**config.mk**
```make
export PLATFORM = sky130hd
export DESIGN_NAME = button_gesture
export DESIGN_NICKNAME = d
export VERILOG_FILES = /design/src/rtl/button_gesture.sv
export SDC_FILE = /design/constraint.sdc
export NUM_CORES = 1
export LEC_CHECK = 0
export CORE_MARGIN = 2
export CORE_UTILIZATION = 35
export DETAILED_ROUTE_END_ITERATION = 10
export PLACE_DENSITY = 0.49
export SYNTH_ARGS = -nofsm -noshare
export SYNTH_HDL_FRONTEND = slang
export SYNTH_SLANG_ARGS = --single-unit
```
**constraint.sdc**
```tcl
create_clock -name clk -period 1.8 [get_ports clk]
set_input_delay 0.18 -clock clk [delete_from_list [all_inputs] [get_ports clk]]
set_output_delay 0.18 -clock clk [all_outputs]
set_load 0.02 [all_outputs]
```
**src/rtl/button_gesture.sv**
```systemverilog
// button_gesture: turns a debounced button level into one-cycle gesture pulses.
// Ports:
//   clk, rst (async, active high), in_state (1 = pressed)
//   short_press, double_press, long_press, repeat_press: 1-cycle pulses
//   busy: high whenever the classifier is not idle
module button_gesture #(
   parameter int LONG_CYCLES   = 50000,
   parameter int GAP_CYCLES    = 20000,
   parameter int REPEAT_CYCLES = 10000
) (
   input  logic clk,
   input  logic rst,
   input  logic in_state,
   output logic short_press,
   output logic double_press,
   output logic long_press,
   output logic repeat_press,
   output logic busy
);

   localparam int MAX_LG = (LONG_CYCLES > GAP_CYCLES) ?
                           LONG_CYCLES : GAP_CYCLES;
   localparam int MAX_C  = (MAX_LG > REPEAT_CYCLES) ?
                           MAX_LG : REPEAT_CYCLES;
   localparam int CW     = $clog2(MAX_C + 1);

   localparam logic [CW-1:0] LONG_LAST = CW'(LONG_CYCLES - 1);
   localparam logic [CW-1:0] GAP_LAST  = CW'(GAP_CYCLES - 1);
   // Repeat disabled when REPEAT_CYCLES == 0; keep the constant legal anyway.
   localparam logic [CW-1:0] REP_LAST  =
      CW'((REPEAT_CYCLES == 0) ? 0 : REPEAT_CYCLES - 1);

   typedef enum logic [2:0] {
      S_IDLE      = 3'd0,
      S_PRESS1    = 3'd1,
      S_GAP       = 3'd2,
      S_LONG_HELD = 3'd3,
      S_WAIT_REL  = 3'd4
   } state_t;

   state_t        r_state;
   logic [CW-1:0] r_cnt;
   logic          r_prev;
   logic          r_short;
   logic          r_double;
   logic          r_long;
   logic          r_repeat;
   logic          r_busy;

   logic          w_rise;
   logic [CW-1:0] w_cnt_inc;

   assign w_rise    = in_state & ~r_prev;
   // Saturate so a long hold with repeat disabled never wraps.
   assign w_cnt_inc = (r_cnt == {CW{1'b1}}) ? r_cnt : r_cnt + CW'(1);

   always_ff @(posedge clk or posedge rst) begin
      if (rst) begin
         r_state  <= S_IDLE;
         r_cnt    <= '0;
         r_prev   <= 1'b1;
         r_short  <= 1'b0;
         r_double <= 1'b0;
         r_long   <= 1'b0;
         r_repeat <= 1'b0;
         r_busy   <= 1'b0;
      end else begin
         r_prev   <= in_state;
         r_short  <= 1'b0;
         r_double <= 1'b0;
         r_long   <= 1'b0;
         r_repeat <= 1'b0;
         case (r_state)
            S_IDLE: begin
               if (w_rise) begin
                  r_state <= S_PRESS1;
                  r_cnt   <= '0;
                  r_busy  <= 1'b1;
               end
            end
            S_PRESS1: begin
               if (!in_state) begin
                  r_state <= S_GAP;
                  r_cnt   <= '0;
               end else if (r_cnt == LONG_LAST) begin
                  r_long  <= 1'b1;
                  r_state <= S_LONG_HELD;
                  r_cnt   <= '0;
               end else begin
                  r_cnt   <= w_cnt_inc;
               end
            end
            S_GAP: begin
               // A press on the timeout edge still wins as a double.
               if (in_state) begin
                  r_double <= 1'b1;
                  r_state  <= S_WAIT_REL;
                  r_cnt    <= '0;
               end else if (r_cnt == GAP_LAST) begin
                  r_short  <= 1'b1;
                  r_state  <= S_IDLE;
                  r_cnt    <= '0;
                  r_busy   <= 1'b0;
               end else begin
                  r_cnt    <= w_cnt_inc;
               end
            end
            S_LONG_HELD: begin
               if (!in_state) begin
                  r_state  <= S_IDLE;
                  r_cnt    <= '0;
                  r_busy   <= 1'b0;
               end else if (REPEAT_CYCLES != 0 && r_cnt == REP_LAST) begin
                  r_repeat <= 1'b1;
                  r_cnt    <= '0;
               end else begin
                  r_cnt    <= w_cnt_inc;
               end
            end
            S_WAIT_REL: begin
               if (!in_state) begin
                  r_state <= S_IDLE;
                  r_cnt   <= '0;
                  r_busy  <= 1'b0;
               end
            end
            default: begin
               r_state <= S_IDLE;
               r_cnt   <= '0;
               r_busy  <= 1'b0;
            end
         endcase
      end
   end

   assign short_press  = r_short;
   assign double_press = r_double;
   assign long_press   = r_long;
   assign repeat_press = r_repeat;
   assign busy         = r_busy;

endmodule

```
-- Word level (Yosys, flattened, before mapping)
Cells that the tools add are included.
- register bits after elaboration: 25
- input port bits: 3
- output and inout port bits: 5
- word-level logic and storage cells: 65
- $add $sub $neg: 1
- equal/unequal tests: 15
- muxes and demuxes: 33
- bitwise logic cells: 3
- reductions and logical operators: 5
- operators with widths (cell ; count):
    16-bit two-way mux ; 9
    16-bit one-hot mux with 5 select lines ; 1
    16-bit == test, second input constant ; 2
    3-bit two-way mux ; 6
    16-bit by 1-bit adder with 16-bit output, second input constant ; 1
    16-bit by 14-bit == test with 1-bit output, second input constant ; 1
    16-bit by 15-bit == test with 1-bit output, second input constant ; 1
    1-bit two-way mux ; 15
    3-bit one-hot mux with 4 select lines ; 1
    2-bit inequality test, second input constant ; 5
    3-bit by 2-bit == test with 1-bit output, second input constant ; 2
    3-bit inequality test, second input constant ; 2
    5-bit AND reduction ; 1
    1-bit one-hot mux with 4 select lines ; 1
    4-bit AND reduction ; 1
    3-bit by 1-bit == test with 1-bit output, second input constant ; 1
    3-bit == test, second input constant ; 1
    3-bit logical NOT ; 1
    1-bit inverter ; 2
    2-bit AND reduction ; 1
    2-bit OR reduction ; 1
    1-bit bitwise AND ; 1

-- Longest topological paths before layout
- depth after elaboration: 5
- gate-level depth with buffers: 8
- gate-level depth less buffers: 6

-- Least setup slack after synthesis
OpenSTA, ideal clock, no wires.
- path kind: register to register
- from: reg r_cnt[0]
- to: reg r_cnt[3]
- library setup time: 0.128 ns
- data arrival time: 1.783 ns
- data required time: 1.672 ns
- setup slack: -0.111 ns
- cell stages (with the launch flop): 9
- path buffers: 2
- clock period less this slack: 1.911 ns
- cell sequence: dfrtp_1 > ha_1 > and3_1 > and3_1 > buf_6 > a41oi_4 > nor4_4 > buf_6 > nor3_2
- cells in the longest elaborated chain, start to end: 5
- elaborated cells between the ends (all ways): 13
- those cells by class: 1 x add/sub; 4 x eq/ne; 8 x mux
- RTL lines (element ; RTL line ; source):
    start, declared ; 42 ; logic [CW-1:0] r_cnt;
    start signal, assigned ; 90 ; r_cnt <= w_cnt_inc;
    start signal, assigned ; 105 ; r_cnt <= w_cnt_inc;
    start signal, assigned ; 117 ; r_cnt <= w_cnt_inc;
    16-bit by 1-bit adder with 16-bit output / 16-bit == test (equally long branches) ; 55 ; assign w_cnt_inc = (r_cnt == {CW{1'b1}}) ? r_cnt : r_cnt + CW'(1);
    16-bit two-way mux ; 55 ;
    16-bit two-way mux (on tied branches) ; 113, 85, 99 ;
    16-bit two-way mux (on tied branches) ; 109, 82, 95 ;
    16-bit one-hot mux with 5 select lines * ; 73 ; case (r_state)
Mark *: on every way between the ends. The rest lies on a longest branch, timed or not.
A chain may end at the register's enable or synchronous reset.

-- Worst setup path after layout
- from: reg r_cnt[4]
- to: reg r_cnt[10]
Same word-level chain as after synthesis.

==> flow_summary.toml <==
[worst_hold_path]
hold_path.class = "in2async"

[global_routing]
overflow = 0
grt_usage = 0.188
antenna_found_initial = 0
grt_pass1_vias = 1541
grt_max_degree = 17
grt_pass1_wl_mm = 7.53

[route]
drtIter0Drc = 145
totalWireLength_mm = 4.51
via_per_inst = 5.51
drt-pass1-iter-count = 4
num_vias = 1543
drc = 0
wl_per_cell_um = 16.1
detail-route-antenna-nets = 0

[worst_setup_path]
end_kind = "flop"
arrival_ns = 2.10
cpPeakStageDelay_ns = 0.42
cp_slowest_cell = "dfrtp_1"
crit_family = "simple AND/OR/NAND/NOR gates"
start_kind = "flop"
critPathBufInv = 2
crit_type = "reg2reg"
reg2regPathDepth = 7
cp_num_cells = 7
worst-endpoint-required_ns = 1.98
cp_max_fo = 5
cp_cell_sequence = "nor4bb_2 > and3_4 > a21oi_4 > nor4_4 > buf_6 > buf_4 > nor2_2"

[clocking]
clock_path_buffers = 2
clock_sinks = 25
cts_tree = "yes"
clk_pin_slew_ns = 0.10
htreeDepth = 1
cts_hold_buf = 0
cts_buffers = 3
root_buffer = "clkbuf_8"
insertion_delay_ns = 0.28

[timing]
rsz0062_at_grt = "yes"
worstMarginPinSlew_ns = 0.464
slew_viol_final = 0
slew_headroom = 0.688
setup_viol = 16
clock.fmax_mhz = 519
timing.final.crit_period_ns = 1.93
fin_ws_ns = -0.126
period_share = 1.07
hold_viol = 0
skew_ns = 0.00221

[synth]
syn_nets = 169
muxShareOfSynthArea = 0.00714
async_flop_share = 1.00
synth_compound_area_frac = 0.160
synth_sequential_area_ratio = 0.398
synth_adder_area_share = 0.00794
synth_top_family_by_area = "simple AND/OR/NAND/NOR gates"
synth-edff-count = 0
synth_cell_types = 53
synth-seq-cells = 25
synth_warnings = 0
yosys.area_share.simple = 0.331
synth-xor-area-share = 0.0333
syn_avg_cell_area_um2 = 9.55
syn-instance-count = 165
syn-cell-area_mm2 = 0.00158
ys.flop_type = "dfrtp_1"

[die]
io_pins = 8
initial_core_util = 0.362
die_x_um = 71.1
design.core.area_mm2 = 0.00435
num_rows = 24
fp.dieArea_mm2 = 0.00506
dieHeight_um = 71.1

[placed_design]
port-buffer-count = 7
pre_cts_ws_ns = -0.311
dpl.cell_count = 268
gp_congestion = 0.884
dpl.hpwl_mm = 3.22

[pwr]
finalPower_w = 0.00174
power_density_mw_per_mm2 = 742
ir_drop_v = 0.000420
power_leakage_nw = 0.950

[cells_and_area]
num_antenna_cells = 0
area_growth_pct = 48.6
final_common_cell = "buf_4"
drive_gt1_frac = 0.478
final_cell_mix = "53 x buf_4, 22 x dfrtp_1, 13 x nor2_1, 10 x nand2_1, 8 x nand4_1"
finalNetCount = 233
instances_no_fill = 280

[outcome]
violations = "negative setup slack"
status = "finished, violations left"

[job]
maxCapViolations = 0
[stage by stage]
step / hold slack, ns / setup TNS [ns] / util / cell area [um2]
finish: 0.188 / -1.28 / 0.538 / 2340
global route: 0.261 / -2.40 / 0.538 / 2340
CTS: 0.207 / -0.512 / 0.512 / 2230
detailed placement: 0.519 / -3.68 / 0.475 / 2070
global placement: 0.503 / -3.32 / 0.475 / 2070
floorplan: 0.184 / -0.331 / - / 1600
[sequential cells by signal, indices dropped and copies added, names as in the netlist]
register      cells
busy              1
double_press      1
long_press        1
r_cnt            16
r_prev            1
r_state           3
repeat_press      1
short_press       1
[worst register-to-register path: stages (launching register included)]
cell,delay (ns)
dfrtp_1,0.42
nor4bb_2,0.31
and3_4,0.28
a21oi_4,0.07
nor4_4,0.41
buf_6,0.19
buf_4,0.11
nor2_2,0.03
[power by group]
part	internal [W]	total [W]	switching (W)
Sequential	0.000607	0.000653	0.0000465
Clock	0.000157	0.000363	0.000206
Combinational	0.000372	0.000721	0.000349
Total	0.00114	0.00174	0.000602
[synthesized netlist by cell type, types with 5 or more instances]
library cell | count | area, um2
nor3_1 | 6 | 30.0
nor2_1 | 13 | 48.8
o21ai_0 | 6 | 30.0
nand2_1 | 10 | 37.5
nor2_2 | 7 | 43.8
xnor2_1 | 5 | 43.8
buf_6 | 5 | 56.3
dfrtp_1 | 24 | 601
o31ai_1 | 6 | 45.0
nand3_1 | 7 | 35.0
inv_1 | 6 | 22.5
nand4_1 | 8 | 50.1
[cell type report]
cell class,instances,area [um2]
fill,383,2010
sequential,25,629
timing repair buffer,68,567
clock buffer,3,41.3
inverter,6,22.5
multi-input combinational,125,1010
tap,52,65.1
clock inverter,1,7.51
[layer usage]
layer  up-vias  share of wire  global-route usage
met1       748           0.47               0.275
met5         -              0                   0
li1        742              -                   -
met4         0          0.017              0.0377
met2        45           0.46               0.298
met3         8          0.046              0.0271
[what timing repair did]
item,in CTS,in global routing
endpoints found under the setup margin,16,17
resized for setup,22,17
cloned,1,0
endpoints found under the hold margin,0,0
buffers inserted,4,4
pin swaps,7,7
[kinds of logic (layout without fill, tap and decap cells)]
family / count (synthesis) / in the layout
xor+xnor: 6 / 6
flops: 25 / 25
mux: 1 / 1
buf+inv: 15 / 78
compound gates: 32 / 32
simple gates: 85 / 85
fa+ha+maj: 1 / 1
[final timing paths]
path,startpoint,end,slack [ns]
setup / recovery,r_cnt[4],r_cnt[10],-0.13
hold / removal,rst,busy,0.19
setup reg to reg,r_cnt[4],r_cnt[10],-0.13
hold reg to reg,busy,busy,0.53
max in group asynchronous,rst,r_cnt[13],1.17
min in group clk,busy,busy,0.53
Power figures use the tool's default switching activity.
